File: config.mk
export PLATFORM = sky130hd
export DESIGN_NAME = ingress_rx_buffer
export DESIGN_NICKNAME = d
export VERILOG_FILES = /design/src/rtl/ingress_rx_buffer_pkg.sv /design/src/rtl/ingress_rx_buffer_fifo.sv /design/src/rtl/ingress_rx_buffer.sv
export SDC_FILE = /design/constraint.sdc
export NUM_CORES = 1
export LEC_CHECK = 0
export CAP_MARGIN = 30
export CORE_MARGIN = 3
export CORE_UTILIZATION = 35
export CTS_CLUSTER_DIAMETER = 80
export CTS_CLUSTER_SIZE = 24
export DETAILED_ROUTE_END_ITERATION = 7
export PLACE_DENSITY_LB_ADDON = 0.1
export SYNTH_ARGS = -nofsm -noshare
export SYNTH_HDL_FRONTEND = slang
export SYNTH_HIERARCHICAL = 1
export SYNTH_SLANG_ARGS = --single-unit
File: constraint.sdc
create_clock -name clk -period 9.5 [get_ports clk]
set_input_delay 1.425 -clock clk [delete_from_list [all_inputs] [get_ports clk]]
set_output_delay 1.425 -clock clk [all_outputs]
set_load 0.05 [all_outputs]
File: src/rtl/ingress_rx_buffer_pkg.sv
// Shared widths, FIFO entry layout and ingress FSM states for ingress_rx_buffer.
// Build option: define INGRESS_CUT_THROUGH_EN to release words before eop is buffered.
`ifndef DATA_WIDTH
`define DATA_WIDTH 8
`endif
`ifndef PORT_NUB_TOTAL
`define PORT_NUB_TOTAL 4
`endif

package ingress_rx_buffer_pkg;

    localparam int DATA_WIDTH = `DATA_WIDTH;
    localparam int PORT_NUB   = `PORT_NUB_TOTAL;
    localparam int PORT_WIDTH = (PORT_NUB > 1) ? $clog2(PORT_NUB) : 1;
    localparam int ENTRY_W    = DATA_WIDTH + 2;

    typedef enum logic [1:0] {
        ST_IDLE = 2'd0,
        ST_BODY = 2'd1,
        ST_DROP = 2'd2
    } rx_state_e;

    typedef struct packed {
        logic                  sop;
        logic                  eop;
        logic [DATA_WIDTH-1:0] data;
    } rx_entry_t;

endpackage

File: src/rtl/ingress_rx_buffer_fifo.sv
// rx_word_fifo: synchronous FIFO with registered full/empty flags.
// Read data is the head entry, valid whenever empty_o is low.
module rx_word_fifo #(
    parameter int WIDTH = 10,
    parameter int DEPTH = 16
) (
    input  logic             clk,
    input  logic             rst_n,
    input  logic             wr_en_i,
    input  logic [WIDTH-1:0] wr_data_i,
    input  logic             rd_en_i,
    output logic [WIDTH-1:0] rd_data_o,
    output logic             full_o,
    output logic             empty_o
);

    localparam int AW = $clog2(DEPTH);

    logic [WIDTH-1:0] mem_q [DEPTH];
    logic [AW-1:0]    wptr_q;
    logic [AW-1:0]    rptr_q;
    logic [AW:0]      cnt_q;
    logic [AW:0]      cnt_d;
    logic             full_q;
    logic             empty_q;
    logic             do_wr;
    logic             do_rd;

    // A write into a full FIFO is legal only alongside a read.
    assign do_rd = rd_en_i & ~empty_q;
    assign do_wr = wr_en_i & (~full_q | do_rd);

    always_comb begin
        cnt_d = cnt_q;
        unique case ({do_wr, do_rd})
            2'b10:   cnt_d = cnt_q + 1'b1;
            2'b01:   cnt_d = cnt_q - 1'b1;
            default: cnt_d = cnt_q;
        endcase
    end

    always_ff @(posedge clk or negedge rst_n) begin
        if (!rst_n) begin
            wptr_q  <= '0;
            rptr_q  <= '0;
            cnt_q   <= '0;
            full_q  <= 1'b0;
            empty_q <= 1'b1;
        end else begin
            if (do_wr) wptr_q <= wptr_q + 1'b1;
            if (do_rd) rptr_q <= rptr_q + 1'b1;
            cnt_q   <= cnt_d;
            full_q  <= (cnt_d == (AW+1)'(DEPTH));
            empty_q <= (cnt_d == '0);
        end
    end

    always_ff @(posedge clk) begin
        if (do_wr) mem_q[wptr_q] <= wr_data_i;
    end

    assign rd_data_o = mem_q[rptr_q];
    assign full_o    = full_q;
    assign empty_o   = empty_q;

endmodule

File: src/rtl/ingress_rx_buffer.sv
// Per-port ingress buffer: frames words into a local FIFO and releases one per owned TDM slot.
// Build option: INGRESS_CUT_THROUGH_EN (cut-through release); default is store-and-forward.
module ingress_rx_buffer
    import ingress_rx_buffer_pkg::*;
#(
    parameter int PORT_ID    = 0,
    parameter int FIFO_DEPTH = 16
) (
    input  logic                  clk,
    input  logic                  rst_n,
    input  logic                  rx_valid,
    output logic                  rx_ready,
    input  logic [DATA_WIDTH-1:0] rx_data,
    input  logic                  rx_sop,
    input  logic                  rx_eop,
    output logic                  wr_valid,
    output logic [DATA_WIDTH-1:0] wr_data,
    output logic                  wr_sop,
    output logic                  wr_eop,
    output logic [PORT_WIDTH-1:0] wr_dest,
    output logic                  drop_pulse,
    output logic                  trunc_pulse
);

    localparam int LW = $clog2(FIFO_DEPTH);
    localparam int FW = LW + 1;

    rx_state_e             st_q;
    logic [LW-1:0]         len_q;
    logic [FW-1:0]         frame_cnt_q;
    logic [PORT_WIDTH-1:0] slot_cnt_q;
    logic [PORT_WIDTH-1:0] dest_q;
    logic                  mid_q;
    logic                  wr_valid_q;
    logic [DATA_WIDTH-1:0] wr_data_q;
    logic                  wr_sop_q;
    logic                  wr_eop_q;
    logic                  drop_q;
    logic                  trunc_q;

    logic                  fifo_full;
    logic                  fifo_empty;
    logic                  fifo_wr;
    logic                  fifo_rd;
    logic [ENTRY_W-1:0]    rd_raw;
    rx_entry_t             wr_entry;
    rx_entry_t             rd_entry;
    logic                  xfer;
    logic [PORT_WIDTH-1:0] hdr_dest;
    logic                  dest_range_ok;
    logic                  hdr_bad;
    logic                  len_last;
    logic                  last_slot;
    logic                  frame_in;
    logic                  frame_out;
    logic                  eligible;

    assign rx_ready = (st_q == ST_DROP) | ~fifo_full;
    assign xfer     = rx_valid & rx_ready;
    assign hdr_dest = rx_data[PORT_WIDTH-1:0];
    assign len_last = (len_q == LW'(FIFO_DEPTH - 1));

    // Out-of-range codes exist only when PORT_NUB is not a power of two.
    if ((1 << PORT_WIDTH) > PORT_NUB) begin : g_rng
        assign dest_range_ok = (32'(hdr_dest) < 32'(PORT_NUB));
    end else begin : g_all
        assign dest_range_ok = 1'b1;
    end

    assign hdr_bad = (hdr_dest == PORT_WIDTH'(PORT_ID)) | ~dest_range_ok;

    always_comb begin
        fifo_wr  = 1'b0;
        frame_in = 1'b0;
        wr_entry = '0;
        unique case (st_q)
            ST_IDLE: begin
                fifo_wr  = xfer & rx_sop & ~hdr_bad;
                frame_in = fifo_wr & rx_eop;
                wr_entry = '{sop: 1'b1, eop: rx_eop, data: rx_data};
            end
            ST_BODY: begin
                fifo_wr  = xfer;
                frame_in = xfer & (rx_eop | len_last);
                wr_entry = '{sop: 1'b0, eop: rx_eop | len_last, data: rx_data};
            end
            default: begin
                fifo_wr  = 1'b0;
                frame_in = 1'b0;
            end
        endcase
    end

    always_ff @(posedge clk or negedge rst_n) begin
        if (!rst_n) begin
            st_q    <= ST_IDLE;
            len_q   <= '0;
            drop_q  <= 1'b0;
            trunc_q <= 1'b0;
        end else begin
            drop_q  <= 1'b0;
            trunc_q <= 1'b0;
            if (xfer) begin
                unique case (st_q)
                    ST_IDLE: begin
                        if (rx_sop) begin
                            len_q <= LW'(1);
                            if (hdr_bad) begin
                                drop_q <= 1'b1;
                                st_q   <= rx_eop ? ST_IDLE : ST_DROP;
                            end else if (!rx_eop) begin
                                st_q <= ST_BODY;
                            end
                        end
                    end
                    ST_BODY: begin
                        len_q <= len_q + 1'b1;
                        if (rx_eop) begin
                            st_q <= ST_IDLE;
                        end else if (len_last) begin
                            trunc_q <= 1'b1;
                            st_q    <= ST_DROP;
                        end
                    end
                    ST_DROP: begin
                        if (rx_eop) st_q <= ST_IDLE;
                    end
                    default: st_q <= ST_IDLE;
                endcase
            end
        end
    end

    rx_word_fifo #(
        .WIDTH (ENTRY_W),
        .DEPTH (FIFO_DEPTH)
    ) u_fifo (
        .clk       (clk),
        .rst_n     (rst_n),
        .wr_en_i   (fifo_wr),
        .wr_data_i (wr_entry),
        .rd_en_i   (fifo_rd),
        .rd_data_o (rd_raw),
        .full_o    (fifo_full),
        .empty_o   (fifo_empty)
    );

    assign rd_entry  = rd_raw;
    assign last_slot = (slot_cnt_q == PORT_WIDTH'(PORT_NUB - 1));

`ifdef INGRESS_CUT_THROUGH_EN
    assign eligible = 1'b1;
`else
    assign eligible = (frame_cnt_q != '0) | mid_q;
`endif

    assign fifo_rd   = (slot_cnt_q == PORT_WIDTH'(PORT_ID)) & ~fifo_empty & eligible;
    assign frame_out = fifo_rd & rd_entry.eop;

    always_ff @(posedge clk or negedge rst_n) begin
        if (!rst_n) begin
            slot_cnt_q  <= '0;
            frame_cnt_q <= '0;
            mid_q       <= 1'b0;
            dest_q      <= '0;
            wr_valid_q  <= 1'b0;
            wr_data_q   <= '0;
            wr_sop_q    <= 1'b0;
            wr_eop_q    <= 1'b0;
        end else begin
            slot_cnt_q  <= last_slot ? '0 : slot_cnt_q + 1'b1;
            frame_cnt_q <= frame_cnt_q + FW'(frame_in) - FW'(frame_out);
            wr_valid_q  <= fifo_rd;
            wr_data_q   <= fifo_rd ? rd_entry.data : '0;
            wr_sop_q    <= fifo_rd & rd_entry.sop;
            wr_eop_q    <= fifo_rd & rd_entry.eop;
            if (fifo_rd) mid_q <= ~rd_entry.eop;
            if (fifo_rd & rd_entry.sop) dest_q <= rd_entry.data[PORT_WIDTH-1:0];
        end
    end

    assign wr_valid    = wr_valid_q;
    assign wr_data     = wr_data_q;
    assign wr_sop      = wr_sop_q;
    assign wr_eop      = wr_eop_q;
    assign wr_dest     = dest_q;
    assign drop_pulse  = drop_q;
    assign trunc_pulse = trunc_q;

endmodule

==> metrics.yaml, run 1 <==
status: "completed"
avgViaCountPerCell: 5.01
drive_gt1_share_pct: 21.6
hpwl_um: 10400
vias: 4078
crit_type: "in2reg"
antenna_left: 0
grtUsageTotal_pct: 13.8
routabilityCongestion: 0.738
port_buffers: 28
critPathLaunchType: "input port"
drt_iter0_markers: 277
avgSynthCellArea_um2: 18.5
setup_violations: 0
yosys-top-cells-area: "edfxtp_1 (57%), mux4_2 (13%), dfrtp_1 (13%)"
yosys_register_bits: 204
cts_htree_levels: 1
cp-end-kind: "flip-flop"
cp_common_cell: "ha_1"
relSlewSlack_pct: 33.0
min_period_ps: 4330
cts_hold_buf: 0
cts.clk_slew.worst_paths_ps: 90
grt_first_pass_wirelength_um: 26700
wirelength_um: 17400
drc_errors: 0
r2r_setup_slack_ps: 5650
clock_sinks: 204
drv_cap: 0
worstPathMaxFanout: 9
start_util_pct: 36.3
placed_area_mm2: 0.00911
crit_required_ps: 9900
hold_viol: 0
clockBufferDepth: 3
root_buffer: "clkbuf_16"
setup_ws_ps: 5170
grt_antenna_before_repair: 0
peakVddDrop_mv: 0.126
cp_num_buf_inv: 2
synth-edff-count: 160
power_density_mw_per_mm2: 279
holdPathStages: 1
synth_ff_type: "edfxtp_1"
rsz0062_at_grt: "false"
die_w_um: 161
cpPeakStageDelay_ps: 520
n_antenna_cell: 0
synth_top_area_share_pct: 57.4
fin_area_mm2: 0.00951
post_cts_buffers: 0
post-route-period-util_pct: 45.6
async_reset_ff_share_pct: 21.6
clock-skew-final_ps: 19.4
final_cells: 814
worstMarginPinSlew_ps: 1000
fp.coreArea_mm2: 0.0231
fin_nets: 527
syn_nets: 485
maxSlewViolCount: 0
numCtsBuffers: 13
yosysTopAreaCell: "edfxtp_1"
place_ws_ps: 4700
grt_max_degree: 45
synth_cells: 453
synth.cell_area_mm2: 0.00836
whs_ps: 462
ys_warn_count: 6
post_cts_resized: 0
cts_tree: "done"
dieArea_mm2: 0.0258
firstDrtPassIters: 4
yosysMostFrequentCell: "edfxtp_1"
cp.depth: 13
die_h_um: 161
routedWlPerCell_um: 21.4
synth-seq-area-share_pct: 70.6
num_io_pins: 29
synth_common_cells: "edfxtp_1 (160), mux4_2 (50), dfrtp_1 (43), inv_1 (20), ha_1 (18)"
synth_cell_types: 49
rows: 55
clk-insertion-delay-late_ps: 470
gr-total-overflow: 0
crit_slowest_cell: "clkdlybuf4s50_1"
hp-class: "reg2reg"
grt_pass1_vias: 4232
clock.fmax_ghz: 0.231
crit_chain: "clkdlybuf4s50_1 -> nor3b_4 -> o21a_1 -> and2_1 -> inv_1 -> ha_1 -> xor2_1 -> ha_1 -> a21oi_1 -> mux2i_1 -> xnor2_1 -> a311o_1 -> nor2b_1"
critPathTopFamily: "simple AND/OR/NAND/NOR gates"
leakagePower_nw: 3.25
fin_tns_setup_ps: 0
dpl.cell_count: 791
reg2regPathDepth: 13
area_growth_syn_to_layout_pct: 13.7
arrival_ps: 4730
==> final timing paths <==
kind                                          to              from
worst max-delay path               u_fifo/full_o          rx_valid
worst min-delay path               slot_cnt_q[0]     slot_cnt_q[0]
worst max register to register    frame_cnt_q[4]  u_fifo/rptr_q[0]
worst min register to register     slot_cnt_q[0]     slot_cnt_q[0]
max in group asynchronous       u_fifo/rptr_q[1]             rst_n
min in group asynchronous                 wr_eop             rst_n
==> cell usage in the layout, fill, tap and decap left out, types with 2 or more instances in the layout <==
master           count
nand4_1              3
a22o_1               2
o21ai_0              7
clkdlybuf4s50_1     27
nor3_1               2
xor2_1               6
nor2_1              12
mux2_2               3
ha_1                18
nor3_2               4
mux2i_1              3
nand2b_1             3
nand2_1             16
o21bai_1             2
xnor2_1             10
a21o_1               2
o21a_1               4
clkbuf_1             5
dfrtp_1             41
mux4_2              50
inv_1               20
buf_4               18
a21oi_1              5
nand3_1              7
nor2_2               2
edfxtp_1           160
nor4_2               4
nor2b_1             10
dfrtp_2              2
clkbuf_16           13
and2_1              14
==> registers in the layout, summed over array words and instances, names as in the netlist, 2 cells and up <==
name and cells:
u_fifo/wptr_q 4, u_fifo/rptr_q 4, u_fifo/cnt_q 5, frame_cnt_q 5, wr_dest 2, wr_data 8
st_q 2, len_q 4, u_fifo/mem_q 160, slot_cnt_q 2
==> worst reg2reg max path, stage by stage, from the launching register on <==
cell,delay [ps]
dfrtp_2,350
buf_4,670
mux4_2,620
mux4_2,500
and2_1,220
ha_1,310
inv_1,50
ha_1,160
inv_1,60
fa_1,400
inv_1,80
a21oi_1,60
o21bai_1,150
xnor2_1,140
==> logic make-up after synthesis <==
family          Yosys count  share of synthesized area [%]
compound gates           30                           2.47
xor+xnor                 16                           1.68
fa+ha+maj                19                           2.93
buf+inv                  40                           2.20
flops                   204                           70.6
mux                      56                           14.2
simple gates             88                           5.88
==> stage by stage <==
| stage | power (W) | util, % |
|---|---|---|
| 2_1_floorplan | 0.00188 | - |
| 3_3_place_gp | 0.00212 | 39.4 |
| 3_5_place_dp | 0.00214 | 39.5 |
| 4_1_cts | 0.00270 | 41.2 |
| 5_1_grt | 0.00282 | 41.3 |
| 6_report | 0.00265 | 41.3 |
==> layout make-up <==
class	instances	area, µm²
Fill cell	2056	13500
Clock inverter	3	41.3
Multi-Input combinational cell	209	2320
Timing Repair Buffer	47	425
Tap cell	313	392
Sequential cell	204	5910
Inverter	20	75.1
Clock buffer	18	344
==> power breakdown <==
| group | total, W | internal [W] | switching (W) |
|---|---|---|---|
| combinational | 0.000870 | 0.000404 | 0.000466 |
| clock | 0.000560 | 0.000265 | 0.000296 |
| sequential | 0.00122 | 0.00111 | 0.000111 |
==> per-layer routing <==
layer | vias up | track usage, % | wire length, µm
li1 | 1834 | - | -
met1 | 2165 | 18.5 | 7440
met2 | 63 | 24.0 | 8970
met3 | 16 | 1.91 | 727
met4 | 0 | 3.00 | 253
met5 | - | 0 | 0
(Power assumes the default switching activity.)
==> run 2, diff against run 1 <==
clock period = 3.7 ns   (was 9.5 ns; I/O delays follow)
==> run 2 against run 1 <==
Power rose to 2.7 times the previous value. Sequential share of layout area down 1.5 points. Global-route usage up 0.45 points. Critical path type is now reg2reg. Clock skew up 7.1 ps. Count of clock-buffer cells in the layout down 1. Critical endpoint is now frame_cnt_q[4]. Utilization up 1.0 points. Clock power rose to 3.1 times the previous value. Final cell count up 2.2%. Worst setup slack worse by 4800 ps. Wire length up 4.5%.
==> metrics.yaml, run 2 (synthesized netlist as in run 1, its figures left out) <==
firstDrtPassIters: 4  # unchanged
combinationalPowerShare_pct: 32.5  # was 32.8%
grt_antenna_before_repair: 0  # unchanged
vias: 4210  # was 4,078
power.switching_w: 0.00237  # was 0.000872 W
root_buffer: "clkbuf_16"  # unchanged
p_clk_share_pct: 24.1  # was 21.1%
fin_area_mm2: 0.00975  # was 0.00951 mm²
critPathLaunchType: "flip-flop"  # was input port
final_cell_mix: "edfxtp_1 (160), mux4_2 (50), dfrtp_1 (41)"  # unchanged
start_util_pct: 36.3  # unchanged
clock.fmax_ghz: 0.303
drv_cap: 0  # unchanged
fin_nets: 544  # was 527
power_density_mw_per_mm2: 741  # was 279 mW/mm²
placed_area_mm2: 0.00921  # was 0.00911 mm²
power.internal_w: 0.00486  # was 0.00178 W
gr-total-overflow: 0  # unchanged
wirelength_um: 18200  # was 17,400 µm
status: "completed"  # unchanged
post-route-period-util_pct: 89.1
dpl.cell_count: 806  # was 791
r2r_setup_slack_ps: 400  # was 5650 ps
cts_htree_levels: 1  # unchanged
drc_errors: 0  # unchanged
peakVddDrop_mv: 0.243  # was 0.126 mV
post_cts_resized: 0  # unchanged
hold_viol: 0  # unchanged
r2r_end: "frame_cnt_q[4]"  # unchanged
worstMarginPinSlew_ps: 1050  # was 1000 ps
grt_max_degree: 28  # was 45
worstPathMaxFanout: 9  # unchanged
numCtsBuffers: 14  # was 13
clock-skew-final_ps: 26.5  # was 19.4 ps
setup_violations: 0  # unchanged
grt_pass1_vias: 4487  # was 4,232
swShare_pct: 32.8  # was 32.9%
port_buffers: 28  # unchanged
grt_first_pass_wirelength_um: 27900  # was 26,700 µm
drt_iter0_markers: 309  # was 277
routabilityCongestion: 0.761  # was 0.738
grtUsageTotal_pct: 14.2  # was 13.8%
cp-end-kind: "flip-flop"  # unchanged
pwr-share-seq_pct: 43.4  # was 46.1%
arrival_ps: 3700  # was 4730 ps
layout_commonest_cell: "edfxtp_1"  # unchanged
routedWlPerCell_um: 21.8  # was 21.4 µm
crit_required_ps: 4100  # was 9900 ps
area_growth_syn_to_layout_pct: 16.5  # was 13.7%
hp-class: "in2async"  # was reg2reg
relSlewSlack_pct: 29.6  # was 33.0%
final_cells: 832  # was 814
whs_ps: 63.2  # was 462 ps
rsz0062_at_grt: "false"  # unchanged
r2r_start: "u_fifo/rptr_q[0]"  # unchanged
avgViaCountPerCell: 5.06  # was 5.01
clockBufferDepth: 3  # unchanged
crit_type: "reg2reg"  # was in2reg
cts_tree: "done"  # unchanged
clock_sinks: 204  # unchanged
rows: 55  # unchanged
die_w_um: 161  # unchanged
clk-insertion-delay-late_ps: 470  # about the same
dieArea_mm2: 0.0258  # unchanged
antenna_left: 0  # unchanged
leakagePower_nw: 3.39  # was 3.25 nW
fillerInstances: 2007  # was 2,056
fin_tns_setup_ps: 0  # unchanged
drive_gt1_share_pct: 24.5  # was 21.6%
cts.clk_slew.worst_paths_ps: 90  # about the same
n_antenna_cell: 0  # unchanged
top_register: "u_fifo/mem_q"  # unchanged
die_h_um: 161  # unchanged
min_period_ps: 3300
reg2regPathDepth: 12  # was 13
num_io_pins: 29  # unchanged
largest_reg_flops: 160  # unchanged
fp.coreArea_mm2: 0.0231  # unchanged
hpwl_um: 11500  # was 10,400 µm
maxSlewViolCount: 0  # unchanged
postLayoutCoreUtil_pct: 42.3  # was 41.3%
run 2: cell count changes in the layout (fill, tap and decap cells not counted), sizes merged:
cell,before,now
clkbuf,18,17
bufinv,0,2
inv,22,21
buf,20,36
clkinv,1,3
run 2: metrics by stage:
step	setup slack [ps]	total power (W)
3_5_place_dp	126	0.00558
2_1_floorplan	453	0.00482
3_3_place_gp	248	0.00553
6_report	402	0.00723
5_1_grt	164	0.00761
4_1_cts	248	0.00733
run 2: power groups by stage:
stage          logic [W]  registers, W  clock network, W
2_1_floorplan    0.00151       0.00331                 0
3_3_place_gp     0.00235       0.00318                 0
3_5_place_dp     0.00239       0.00319                 0
4_1_cts          0.00239       0.00314           0.00180
5_1_grt          0.00254       0.00318           0.00188
6_report         0.00235       0.00313           0.00174
run 2: repair_timing:
item                       4_1_cts  5_1_grt
hold buffers                     0        0
setup endpoints to repair        0        1
buffers inserted                 0        1
run 2: worst max-delay path by stage:
| stage | start | end | slack (ps) | cells past startpoint |
|---|---|---|---|---|
| floorplan | slot_cnt_q[0] | u_fifo/full_o | 450 | 19 |
| global placement | rx_data[0] | u_fifo/full_o | 250 | 13 |
| detailed placement | rx_data[0] | u_fifo/full_o | 130 | 13 |
| CTS | slot_cnt_q[0] | u_fifo/full_o | 250 | 16 |
| global route | u_fifo/rptr_q[0] | frame_cnt_q[4] | 160 | 12 |
| finish | u_fifo/rptr_q[0] | frame_cnt_q[4] | 400 | 12 |
run 2: area by class of cell:
cell class	instances	area, µm²	share of cell area, %
clock buffers	17	383	3.93
clock inverters	6	131	1.35
inverters	20	75.1	0.770
multi-input cells	209	2320	23.8
flip-flops and latches	204	5910	60.6
well taps	313	392	4.02
repair buffers	63	538	5.52
run 2: routing by layer:
layer,wire [µm],vias up,track usage (%)
met3,547,17,1.88
met5,0,-,0
met1,8460,2274,20.2
met2,8910,51,23.7
li1,-,1868,-
met4,246,0,2.80
run 2: worst max-delay path, stage by stage, from the launching register on:
cell and delay, ps:
dfrtp_2 560, mux4_2 560, mux4_2 520, and2_1 200
ha_1 290, inv_1 60, ha_1 160, inv_1 60
fa_1 400, inv_1 80, a21oi_1 60, o21bai_1 150
xnor2_1 130
==> run 3, diff against run 2 <==
CTS_BUF_LIST = sky130_fd_sc_hd__clkbuf_8   (was unset)
==> run 3 against run 2 <==
Die area unchanged. Sequential power about the same. Utilization is 0.73 points lower. Sequential cell count unchanged. Non-clock buffer count is the same.
==> metrics.yaml, run 3 (synthesized netlist as in run 1, its figures left out) <==
critPathLaunchType: "flip-flop"  # unchanged
combinationalPowerShare_pct: 34.5  # was 32.5%
cpPeakStageDelay_ps: 580  # was 560 ps
largest_reg_flops: 160  # unchanged
grt_antenna_before_repair: 0  # unchanged
clock.fmax_ghz: 0.303  # about the same
clk-insertion-delay-late_ps: 510  # was 470 ps
drc_errors: 0  # unchanged
top_register: "u_fifo/mem_q"  # unchanged
clock_sinks: 204  # unchanged
numCtsBuffers: 14  # unchanged
fillerInstances: 2026  # was 2,007
cts_hold_buf: 0  # unchanged
firstDrtPassIters: 4  # unchanged
p_clk_share_pct: 19.4  # was 24.1%
total_power_w: 0.00680  # was 0.00723 W
rows: 55  # unchanged
peakVddDrop_mv: 0.226  # was 0.243 mV
cp_common_cell: "inv_1"  # unchanged
root_buffer: "clkbuf_8"  # was clkbuf_16
postLayoutCoreUtil_pct: 41.5  # was 42.3%
power.switching_w: 0.00231  # was 0.00237 W
grt_max_degree: 28  # unchanged
fp.coreArea_mm2: 0.0231  # unchanged
cp-end-kind: "flip-flop"  # unchanged
wirelength_um: 18200  # about the same
fin_tns_setup_ps: 0  # unchanged
num_io_pins: 29  # unchanged
routabilityCongestion: 0.761  # unchanged
cts_tree: "done"  # unchanged
hold_viol: 0  # unchanged
n_antenna_cell: 0  # unchanged
die_h_um: 161  # unchanged
routedWlPerCell_um: 21.8  # about the same
power.internal_w: 0.00449  # was 0.00486 W
hp-class: "in2async"  # unchanged
pwr-share-seq_pct: 46.0  # was 43.4%
die_w_um: 161  # unchanged
cts_htree_levels: 1  # unchanged
gr-total-overflow: 0  # unchanged
cp_num_buf_inv: 3  # unchanged
power_density_mw_per_mm2: 710  # was 741 mW/mm²
avgViaCountPerCell: 5.05  # was 5.06
drt_iter0_markers: 288  # was 309
fin_nets: 544  # unchanged
critPathTopFamily: "multiplexers"  # unchanged
worstMarginPinSlew_ps: 1040  # was 1050 ps
swShare_pct: 33.9  # was 32.8%
arrival_ps: 3730  # was 3700 ps
whs_ps: 28.7  # was 63.2 ps
worstPathMaxFanout: 9  # unchanged
dieArea_mm2: 0.0258  # unchanged
crit_chain: "mux4_2 -> mux4_2 -> and2_1 -> ha_1 -> inv_1 -> ha_1 -> inv_1 -> fa_1 -> inv_1 -> a21oi_1 -> o21bai_1 -> xnor2_1"  # unchanged
drv_cap: 0  # unchanged
clock-skew-final_ps: 37.5  # was 26.5 ps
multi_input_area_mm2: 0.00232  # unchanged
cts.clk_slew.worst_paths_ps: 130  # was 90 ps
grtUsageTotal_pct: 14.3  # was 14.2%
rsz0062_at_grt: "false"  # unchanged
area_growth_syn_to_layout_pct: 14.5  # was 16.5%
layout_commonest_cell: "edfxtp_1"  # unchanged
status: "completed"  # unchanged
port_buffers: 28  # unchanged
leakagePower_nw: 3.32  # was 3.39 nW
start_util_pct: 36.3  # unchanged
final_cell_mix: "edfxtp_1 (160), mux4_2 (50), dfrtp_1 (41)"  # unchanged
relSlewSlack_pct: 30.4  # was 29.6%
drive_gt1_share_pct: 24.5  # unchanged
maxSlewViolCount: 0  # unchanged
seqCellArea_mm2: 0.00591  # unchanged
crit_required_ps: 4130  # was 4100 ps
clockBufferDepth: 3  # unchanged
grt_pass1_vias: 4488  # was 4,487
setup_violations: 0  # unchanged
hpwl_um: 11500  # unchanged
min_period_ps: 3300  # about the same
post-route-period-util_pct: 89.2  # was 89.1%
antenna_left: 0  # unchanged
vias: 4205  # was 4,210
crit_type: "reg2reg"  # unchanged
crit_slowest_cell: "dfrtp_2"  # unchanged
grt_first_pass_wirelength_um: 28000  # was 27,900 µm
## run 3: power by group through the flow
stage	Clock (W)	Combinational (W)	Sequential, W
after global routing	0.00147	0.00255	0.00318
final	0.00132	0.00235	0.00313
after global placement	0	0.00235	0.00318
after floorplan	0	0.00151	0.00331
after detailed placement	0	0.00239	0.00319
after CTS	0.00138	0.00239	0.00314
## run 3: final timing paths
kind / from / to / slack, ps / cells past startpoint
hold reg to reg: slot_cnt_q[0] / slot_cnt_q[0] / 470 / 1
max in group asynchronous: rst_n / wr_sop / 2940 / 2
setup / recovery: u_fifo/rptr_q[0] / frame_cnt_q[4] / 400 / 12
min in group clk: slot_cnt_q[0] / slot_cnt_q[0] / 470 / 1
setup reg to reg: u_fifo/rptr_q[0] / frame_cnt_q[4] / 400 / 12
hold / removal: rst_n / len_q[0] / 30 / 1
## run 3: worst reg2reg max path, stage by stage, from the launching register on
cell,delay (ps)
dfrtp_2,580
mux4_2,560
mux4_2,530
and2_1,200
ha_1,290
inv_1,60
ha_1,160
inv_1,60
fa_1,390
inv_1,80
a21oi_1,60
o21bai_1,150
xnor2_1,130
## run 3: layer usage
layer / part of all wire (%) / GRT usage, % / vias up
met5: 0 / 0 / -
met4: 1.2 / 2.64 / 0
li1: - / - / 1862
met2: 49 / 23.8 / 70
met1: 46 / 20.3 / 2254
met3: 3.6 / 2.01 / 19
## run 3: repair_timing
action	in CTS	in global routing
resized for setup	0	0
setup buffers	0	1
setup endpoints to repair	0	2
## run 3: stage by stage
stage,cells,setup WS (ps),instance area (µm²)
after floorplan,453,453,8360
after global placement,804,248,9200
after detailed placement,806,126,9210
after CTS,829,239,9560
after global routing,832,160,9580
final,832,401,9580
## run 3: layout make-up
class	instances	area share [%]
well taps	313	4.09
clock buffers	15	2.16
clock inverters	8	1.45
inverters	20	0.784
repair buffers	63	5.62
multi-input cells	209	24.2
flip-flops and latches	204	61.7
